==> src/rtl/ps2_arrow_ctrl.sv <==
// PS/2 keyboard receiver with E0/F0 prefix decoding and held arrow-key state.
`timescale 1ns/1ps
module ps2_arrow_ctrl #(
    parameter int unsigned TIMEOUT_CYC = 50000,
    parameter int unsigned TO_W        = 16
) (
    input  logic       vga_clk,
    input  logic       reset_n,
    input  logic       ps2_clk,
    input  logic       ps2_data,
    output logic       code_valid,
    output logic [7:0] code_data,
    output logic       code_ext,
    output logic       code_brk,
    output logic       frame_err,
    output logic       key_up,
    output logic       key_down,
    output logic       key_left,
    output logic       key_right
);

    localparam int unsigned BYTE_W  = 8;
    localparam int unsigned CNT_W   = 3;
    localparam logic [TO_W-1:0] TO_LAST = TO_W'(TIMEOUT_CYC - 1);

    localparam logic [BYTE_W-1:0] SC_EXT   = 8'hE0;
    localparam logic [BYTE_W-1:0] SC_BRK   = 8'hF0;
    localparam logic [BYTE_W-1:0] SC_BAT   = 8'hAA;
    localparam logic [BYTE_W-1:0] SC_UP    = 8'h75;
    localparam logic [BYTE_W-1:0] SC_DOWN  = 8'h72;
    localparam logic [BYTE_W-1:0] SC_LEFT  = 8'h6B;
    localparam logic [BYTE_W-1:0] SC_RIGHT = 8'h74;

    typedef enum logic [1:0] {
        IDLE   = 2'd0,
        DATA   = 2'd1,
        PARITY = 2'd2,
        STOP   = 2'd3
    } state_e;

    // Synchroniser stages; idle-high so reset never fakes a falling edge.
    logic clk_s1_q, clk_s2_q, clk_s2_prev_q;
    logic data_s1_q, data_s2_q;
    logic fall;

    state_e              state_q, state_d;
    logic [CNT_W-1:0]    bitcnt_q, bitcnt_d;
    logic [BYTE_W-1:0]   sr_q, sr_d;
    logic                perr_q, perr_d;
    logic [TO_W-1:0]     to_cnt_q, to_cnt_d;
    logic                ext_q, ext_d;
    logic                brk_q, brk_d;
    logic                byte_ok;

    logic                code_valid_q, code_valid_d;
    logic [BYTE_W-1:0]   code_data_q, code_data_d;
    logic                code_ext_q, code_ext_d;
    logic                code_brk_q, code_brk_d;
    logic                frame_err_q, frame_err_d;
    logic                key_up_q, key_up_d;
    logic                key_down_q, key_down_d;
    logic                key_left_q, key_left_d;
    logic                key_right_q, key_right_d;

    // Two-flop synchronisers plus a delayed copy of the clock for edge detection.
    always_ff @(posedge vga_clk or negedge reset_n) begin
        if (!reset_n) begin
            clk_s1_q      <= 1'b1;
            clk_s2_q      <= 1'b1;
            clk_s2_prev_q <= 1'b1;
            data_s1_q     <= 1'b1;
            data_s2_q     <= 1'b1;
        end else begin
            clk_s1_q      <= ps2_clk;
            clk_s2_q      <= clk_s1_q;
            clk_s2_prev_q <= clk_s2_q;
            data_s1_q     <= ps2_data;
            data_s2_q     <= data_s1_q;
        end
    end

    assign fall = clk_s2_prev_q & ~clk_s2_q;

    // Deframer FSM, timeout, prefix tracking and key-state next values.
    always_comb begin
        state_d      = state_q;
        bitcnt_d     = bitcnt_q;
        sr_d         = sr_q;
        perr_d       = perr_q;
        to_cnt_d     = to_cnt_q;
        ext_d        = ext_q;
        brk_d        = brk_q;
        byte_ok      = 1'b0;
        code_valid_d = 1'b0;
        code_data_d  = code_data_q;
        code_ext_d   = code_ext_q;
        code_brk_d   = code_brk_q;
        frame_err_d  = 1'b0;
        key_up_d     = key_up_q;
        key_down_d   = key_down_q;
        key_left_d   = key_left_q;
        key_right_d  = key_right_q;

        if (state_q != IDLE) begin
            to_cnt_d = fall ? TO_W'(0) : to_cnt_q + TO_W'(1);
        end

        if ((state_q != IDLE) && (to_cnt_q == TO_LAST)) begin
            // Timeout wins over a coincident falling edge.
            state_d     = IDLE;
            to_cnt_d    = TO_W'(0);
            frame_err_d = 1'b1;
            ext_d       = 1'b0;
            brk_d       = 1'b0;
        end else if (fall) begin
            unique case (state_q)
                IDLE: begin
                    if (!data_s2_q) begin
                        state_d  = DATA;
                        bitcnt_d = CNT_W'(0);
                        to_cnt_d = TO_W'(0);
                    end
                end
                DATA: begin
                    sr_d[bitcnt_q] = data_s2_q;
                    if (bitcnt_q == CNT_W'(7)) begin
                        state_d = PARITY;
                    end else begin
                        bitcnt_d = bitcnt_q + CNT_W'(1);
                    end
                end
                PARITY: begin
                    perr_d  = ((^sr_q) ^ data_s2_q) != 1'b1;
                    state_d = STOP;
                end
                STOP: begin
                    state_d  = IDLE;
                    to_cnt_d = TO_W'(0);
                    if (data_s2_q && !perr_q) begin
                        byte_ok = 1'b1;
                    end else begin
                        frame_err_d = 1'b1;
                        ext_d       = 1'b0;
                        brk_d       = 1'b0;
                    end
                end
                default: state_d = IDLE;
            endcase
        end

        if (byte_ok) begin
            if (sr_q == SC_EXT) begin
                ext_d = 1'b1;
            end else if (sr_q == SC_BRK) begin
                brk_d = 1'b1;
            end else begin
                code_valid_d = 1'b1;
                code_data_d  = sr_q;
                code_ext_d   = ext_q;
                code_brk_d   = brk_q;
                ext_d        = 1'b0;
                brk_d        = 1'b0;
                if ((sr_q == SC_BAT) && !ext_q && !brk_q) begin
                    key_up_d    = 1'b0;
                    key_down_d  = 1'b0;
                    key_left_d  = 1'b0;
                    key_right_d = 1'b0;
                end
                if (ext_q) begin
                    // A make of one arrow releases its opposite; a break only clears itself.
                    if (sr_q == SC_UP) begin
                        key_up_d = !brk_q;
                        if (!brk_q) key_down_d = 1'b0;
                    end else if (sr_q == SC_DOWN) begin
                        key_down_d = !brk_q;
                        if (!brk_q) key_up_d = 1'b0;
                    end else if (sr_q == SC_LEFT) begin
                        key_left_d = !brk_q;
                        if (!brk_q) key_right_d = 1'b0;
                    end else if (sr_q == SC_RIGHT) begin
                        key_right_d = !brk_q;
                        if (!brk_q) key_left_d = 1'b0;
                    end
                end
            end
        end
    end

    // State and output registers.
    always_ff @(posedge vga_clk or negedge reset_n) begin
        if (!reset_n) begin
            state_q      <= IDLE;
            bitcnt_q     <= '0;
            sr_q         <= '0;
            perr_q       <= 1'b0;
            to_cnt_q     <= '0;
            ext_q        <= 1'b0;
            brk_q        <= 1'b0;
            code_valid_q <= 1'b0;
            code_data_q  <= '0;
            code_ext_q   <= 1'b0;
            code_brk_q   <= 1'b0;
            frame_err_q  <= 1'b0;
            key_up_q     <= 1'b0;
            key_down_q   <= 1'b0;
            key_left_q   <= 1'b0;
            key_right_q  <= 1'b0;
        end else begin
            state_q      <= state_d;
            bitcnt_q     <= bitcnt_d;
            sr_q         <= sr_d;
            perr_q       <= perr_d;
            to_cnt_q     <= to_cnt_d;
            ext_q        <= ext_d;
            brk_q        <= brk_d;
            code_valid_q <= code_valid_d;
            code_data_q  <= code_data_d;
            code_ext_q   <= code_ext_d;
            code_brk_q   <= code_brk_d;
            frame_err_q  <= frame_err_d;
            key_up_q     <= key_up_d;
            key_down_q   <= key_down_d;
            key_left_q   <= key_left_d;
            key_right_q  <= key_right_d;
        end
    end

    assign code_valid = code_valid_q;
    assign code_data  = code_data_q;
    assign code_ext   = code_ext_q;
    assign code_brk   = code_brk_q;
    assign frame_err  = frame_err_q;
    assign key_up     = key_up_q;
    assign key_down   = key_down_q;
    assign key_left   = key_left_q;
    assign key_right  = key_right_q;

endmodule

==> config.mk <==
export PLATFORM = sky130hd
export DESIGN_NAME = ps2_arrow_ctrl
export DESIGN_NICKNAME = d
export VERILOG_FILES = /design/src/rtl/ps2_arrow_ctrl.sv
export SDC_FILE = /design/constraint.sdc
export NUM_CORES = 1
export LEC_CHECK = 0
export CAP_MARGIN = 20
export CORE_MARGIN = 3
export CORE_UTILIZATION = 51
export CTS_CLUSTER_SIZE = 28
export DETAILED_ROUTE_END_ITERATION = 8
export MAX_ROUTING_LAYER = met4
export PLACE_DENSITY = 0.71
export SLEW_MARGIN = 30
export SYNTH_ARGS = -nofsm -noshare
export SYNTH_HDL_FRONTEND = slang
export SYNTH_SLANG_ARGS = --single-unit
==> constraint.sdc <==
create_clock -name vga_clk -period 5.6 [get_ports vga_clk]
set_clock_uncertainty 0.15 [all_clocks]
set_input_delay 0.56 -clock vga_clk [delete_from_list [all_inputs] [get_ports vga_clk]]
set_output_delay 0.56 -clock vga_clk [all_outputs]
set_load 0.05 [all_outputs]
==> impl_metrics.yaml <==
worst_setup_path:
  worstPathCellList: "inv_1 > ha_1 > nand4b_1 > nor4_4 > or3_1 > inv_2 > a41oi_1 > a21oi_1"
  worst-setup-path-type: "flop to flop"
  r2r_slack_ps: 2290
  worst_path_largest_cell_delay_ps: 720
  worstReg2RegEnd: "key_down"
  cp_data_arrival_time_ps: 3350
  path_max_fanout: 25
  startpoint_type: "flop"
  endpoint_kind: "flop"
  critPathRequiredTime_ps: 5640
  path_buf_inv: 2
  cp_slowest_cell: "or3_1"
  cpLargestDelayFamily: "simple AND/OR/NAND/NOR gates"
  r2r_start: "state_q[0]"
  reg2reg_depth: 8
floorplanning:
  chipWidth_um: 80.7
  start_util_pct: 54.3
  die_h_um: 80.7
  rows: 26
  die_area_sq_um: 6510
  coreArea_sq_um: 5240
  ios: 20
yosys:
  ys_warn_count: 0
  synth.distinct_cells: 52
  ys_seq_area_share_pct: 46.9
  synth-edff-count: 0
  syn-num-nets: 314
  yosysTopAreaCell: "dfrtp_1"
  synth.area.top_cells: "dfrtp_1, ha_1, dfstp_2"
  avgSynthCellArea_sq_um: 9.77
  synth_ff_type: "dfrtp_1"
  yosys.area.top_type_share_pct: 42.2
  postSynthCellCount: 291
  synthesis.area_sq_um: 2840
  ys_async_sr_fraction_pct: 100
  synth_seq_cells: 53
place:
  pre_cts_slack_ps: 2310
  io_buffers: 19
  dpl.hpwl_um: 3900
  gp_congestion: 0.821
sta:
  relSlewSlack_pct: 48.2
  fin_crit_sh_pct: 59.1
  slew_violations: 0
  rsz0062_at_grt: "false"
  finalCriticalPeriod_ps: 3310
  finalSetupTns_ps: 0
  worst_pin_slew_ps: 777
  timing.fmax_mhz: 302
  final-setup-viol-count: 0
  hold_violations: 0
  worst_slack_ps: 2290
status:
  status: "completed"
drt:
  postRouteAntennaNets: 0
  dr.pass1.iters: 4
  drc: 0
  wl_per_cell_um: 14.4
  via_count: 2059
  wirelength_um: 5440
  drt_iter0_drc: 135
  vias_per_cell: 5.46
clocking:
  cts_max_level: 2
  clk_path_buf_depth: 2
  clk_latency_ps: 310
  post_cts_resized: 0
  cts_setup_buffers: 0
  cts_hold_buf: 0
  cts_tree: "yes"
  cts_root_buf: "clkbuf_8"
  cts_made_buffers: 5
  clk_pin_slew_ps: 90
  cts_sinks: 53
global_routing:
  antenna_found_initial: 0
  grt_max_degree: 54
  overflow: 0
  grt_pass1_vias: 2038
  grtUsageTotal_pct: 19.6
  grt_pass1_wl_um: 9750
pwr:
  power.total_uw: 1110
  power.leakage_uw: 0.00137
  ir_drop_mv: 0.215
  pwr_density_cell_nw_per_um2: 351
final_layout:
  diodes: 0
  area_delta_synth_final_pct: 11.6
  final_layout_size_suffix_gt1_share_pct: 7.49
  final_util_pct: 60.6
  fill_cells: 455
  fin_nets: 329
min_path:
  hp-class: "primary input to async pin"
run:
  cap_violations: 0
==> registers in the layout, summed over array words and instances (netlist names) <==
register,count
frame_err,1
to_cnt_q,16
state_q,2
code_brk,1
data_s2_q,1
sr_q,8
key_left,1
key_down,1
brk_q,1
data_s1_q,1
key_up,1
perr_q,1
bitcnt_q,3
clk_s2_q,1
key_right,1
ext_q,1
code_data,8
code_ext,1
code_valid,1
clk_s2_prev_q,1
clk_s1_q,1
==> per-layer routing <==
metal	GRT usage (%)	wire, um	vias up
li1	-	-	1044
met5	-	0	-
met2	29.7	2460	22
met4	6.08	94	0
met3	3.70	148	11
met1	26.8	2730	982
==> placed cells by master (no fill, tap or decap), types with 2 or more instances in the layout <==
cell / n
nand2_1: 31
xnor2_1: 9
nand3_1: 9
mux2_1: 5
mux2i_1: 2
and3_1: 4
ha_1: 19
nor3_1: 11
o21ai_1: 13
nor3b_1: 2
o41ai_1: 2
or3_1: 4
nand4b_1: 2
xor2_1: 6
dfrtp_1: 48
nor4_1: 3
clkbuf_8: 6
inv_1: 16
nand2b_1: 2
a41oi_1: 2
nor2_1: 23
dfstp_2: 5
mux2_2: 3
nor2b_1: 5
a21oi_1: 11
nand4_1: 9
clkdlybuf4s50_1: 18
a31oi_1: 3
o21ai_0: 9
==> report_power, final <==
part           leakage (uW)  switching, uW  internal [uW]
Combinational      0.000605            201            135
Sequential         0.000704           69.8            441
Clock             0.0000585            121            146
Total               0.00137            392            722
==> cell usage after synthesis (3+ instances only) <==
| cell type | count |
|---|---|
| dfstp_2 | 5 |
| o21ai_0 | 9 |
| a31oi_1 | 3 |
| mux2_1 | 5 |
| or3_1 | 4 |
| nand4_1 | 9 |
| and3_1 | 4 |
| nor3_1 | 11 |
| nor2b_1 | 5 |
| xor2_1 | 6 |
| ha_1 | 19 |
| inv_1 | 16 |
| o21ai_1 | 13 |
| mux2_2 | 3 |
| xnor2_1 | 9 |
| nand2_1 | 31 |
| clkbuf_1 | 6 |
| nand3_1 | 9 |
| nor2_1 | 23 |
| buf_4 | 3 |
| dfrtp_1 | 48 |
| a21oi_1 | 11 |
| nor4_1 | 3 |
==> cell type report <==
| type | instances | area (sq um) | share of cell area (%) |
|---|---|---|---|
| Clock buffer | 7 | 86.3 | 2.72 |
| Tap cell | 70 | 87.6 | 2.76 |
| Inverter | 17 | 63.8 | 2.01 |
| Sequential cell | 53 | 1330 | 42.0 |
| Multi-Input combinational cell | 209 | 1380 | 43.5 |
| Timing Repair Buffer | 20 | 193 | 6.07 |
| Clock inverter | 1 | 30.0 | 0.946 |
==> how the worst max path moves through the flow <==
stage / start / to / slack, ps / depth (start not counted)
floorplan: to_cnt_q[7] / sr_q[6] / 3360 / 5
global placement: state_q[0] / key_down / 2470 / 8
detailed placement: state_q[0] / key_down / 2310 / 8
CTS: state_q[0] / key_down / 2290 / 8
global route: state_q[0] / key_down / 2000 / 8
finish: state_q[0] / key_down / 2290 / 8
==> per-stage QoR <==
| step | cells | cell area, sq um | hold slack (ps) |
|---|---|---|---|
| 3_3_place_gp | 369 | 3060 | 195 |
| 4_1_cts | 377 | 3170 | 213 |
| 6_report | 377 | 3170 | 207 |
| 3_5_place_dp | 369 | 3060 | 198 |
| 5_1_grt | 377 | 3170 | 219 |
| 2_1_floorplan | 291 | 2840 | 114 |
==> cell families (layout without fill, tap and decap cells) <==
kind of cell               Yosys count  count (layout)  share of synthesized area [%]
and+or+nand+nor                    115             115                           21.2
buffers and inverters               29              45                           4.58
adders and majority gates           19              19                           8.36
DFF                                 53              53                           46.9
xor gates and xnor gates            15              15                           4.62
muxes                               10              10                           3.87
AOI/OAI and AO/OA                   50              50                           10.5
No activity file was read; power rests on OpenSTA's default activity.
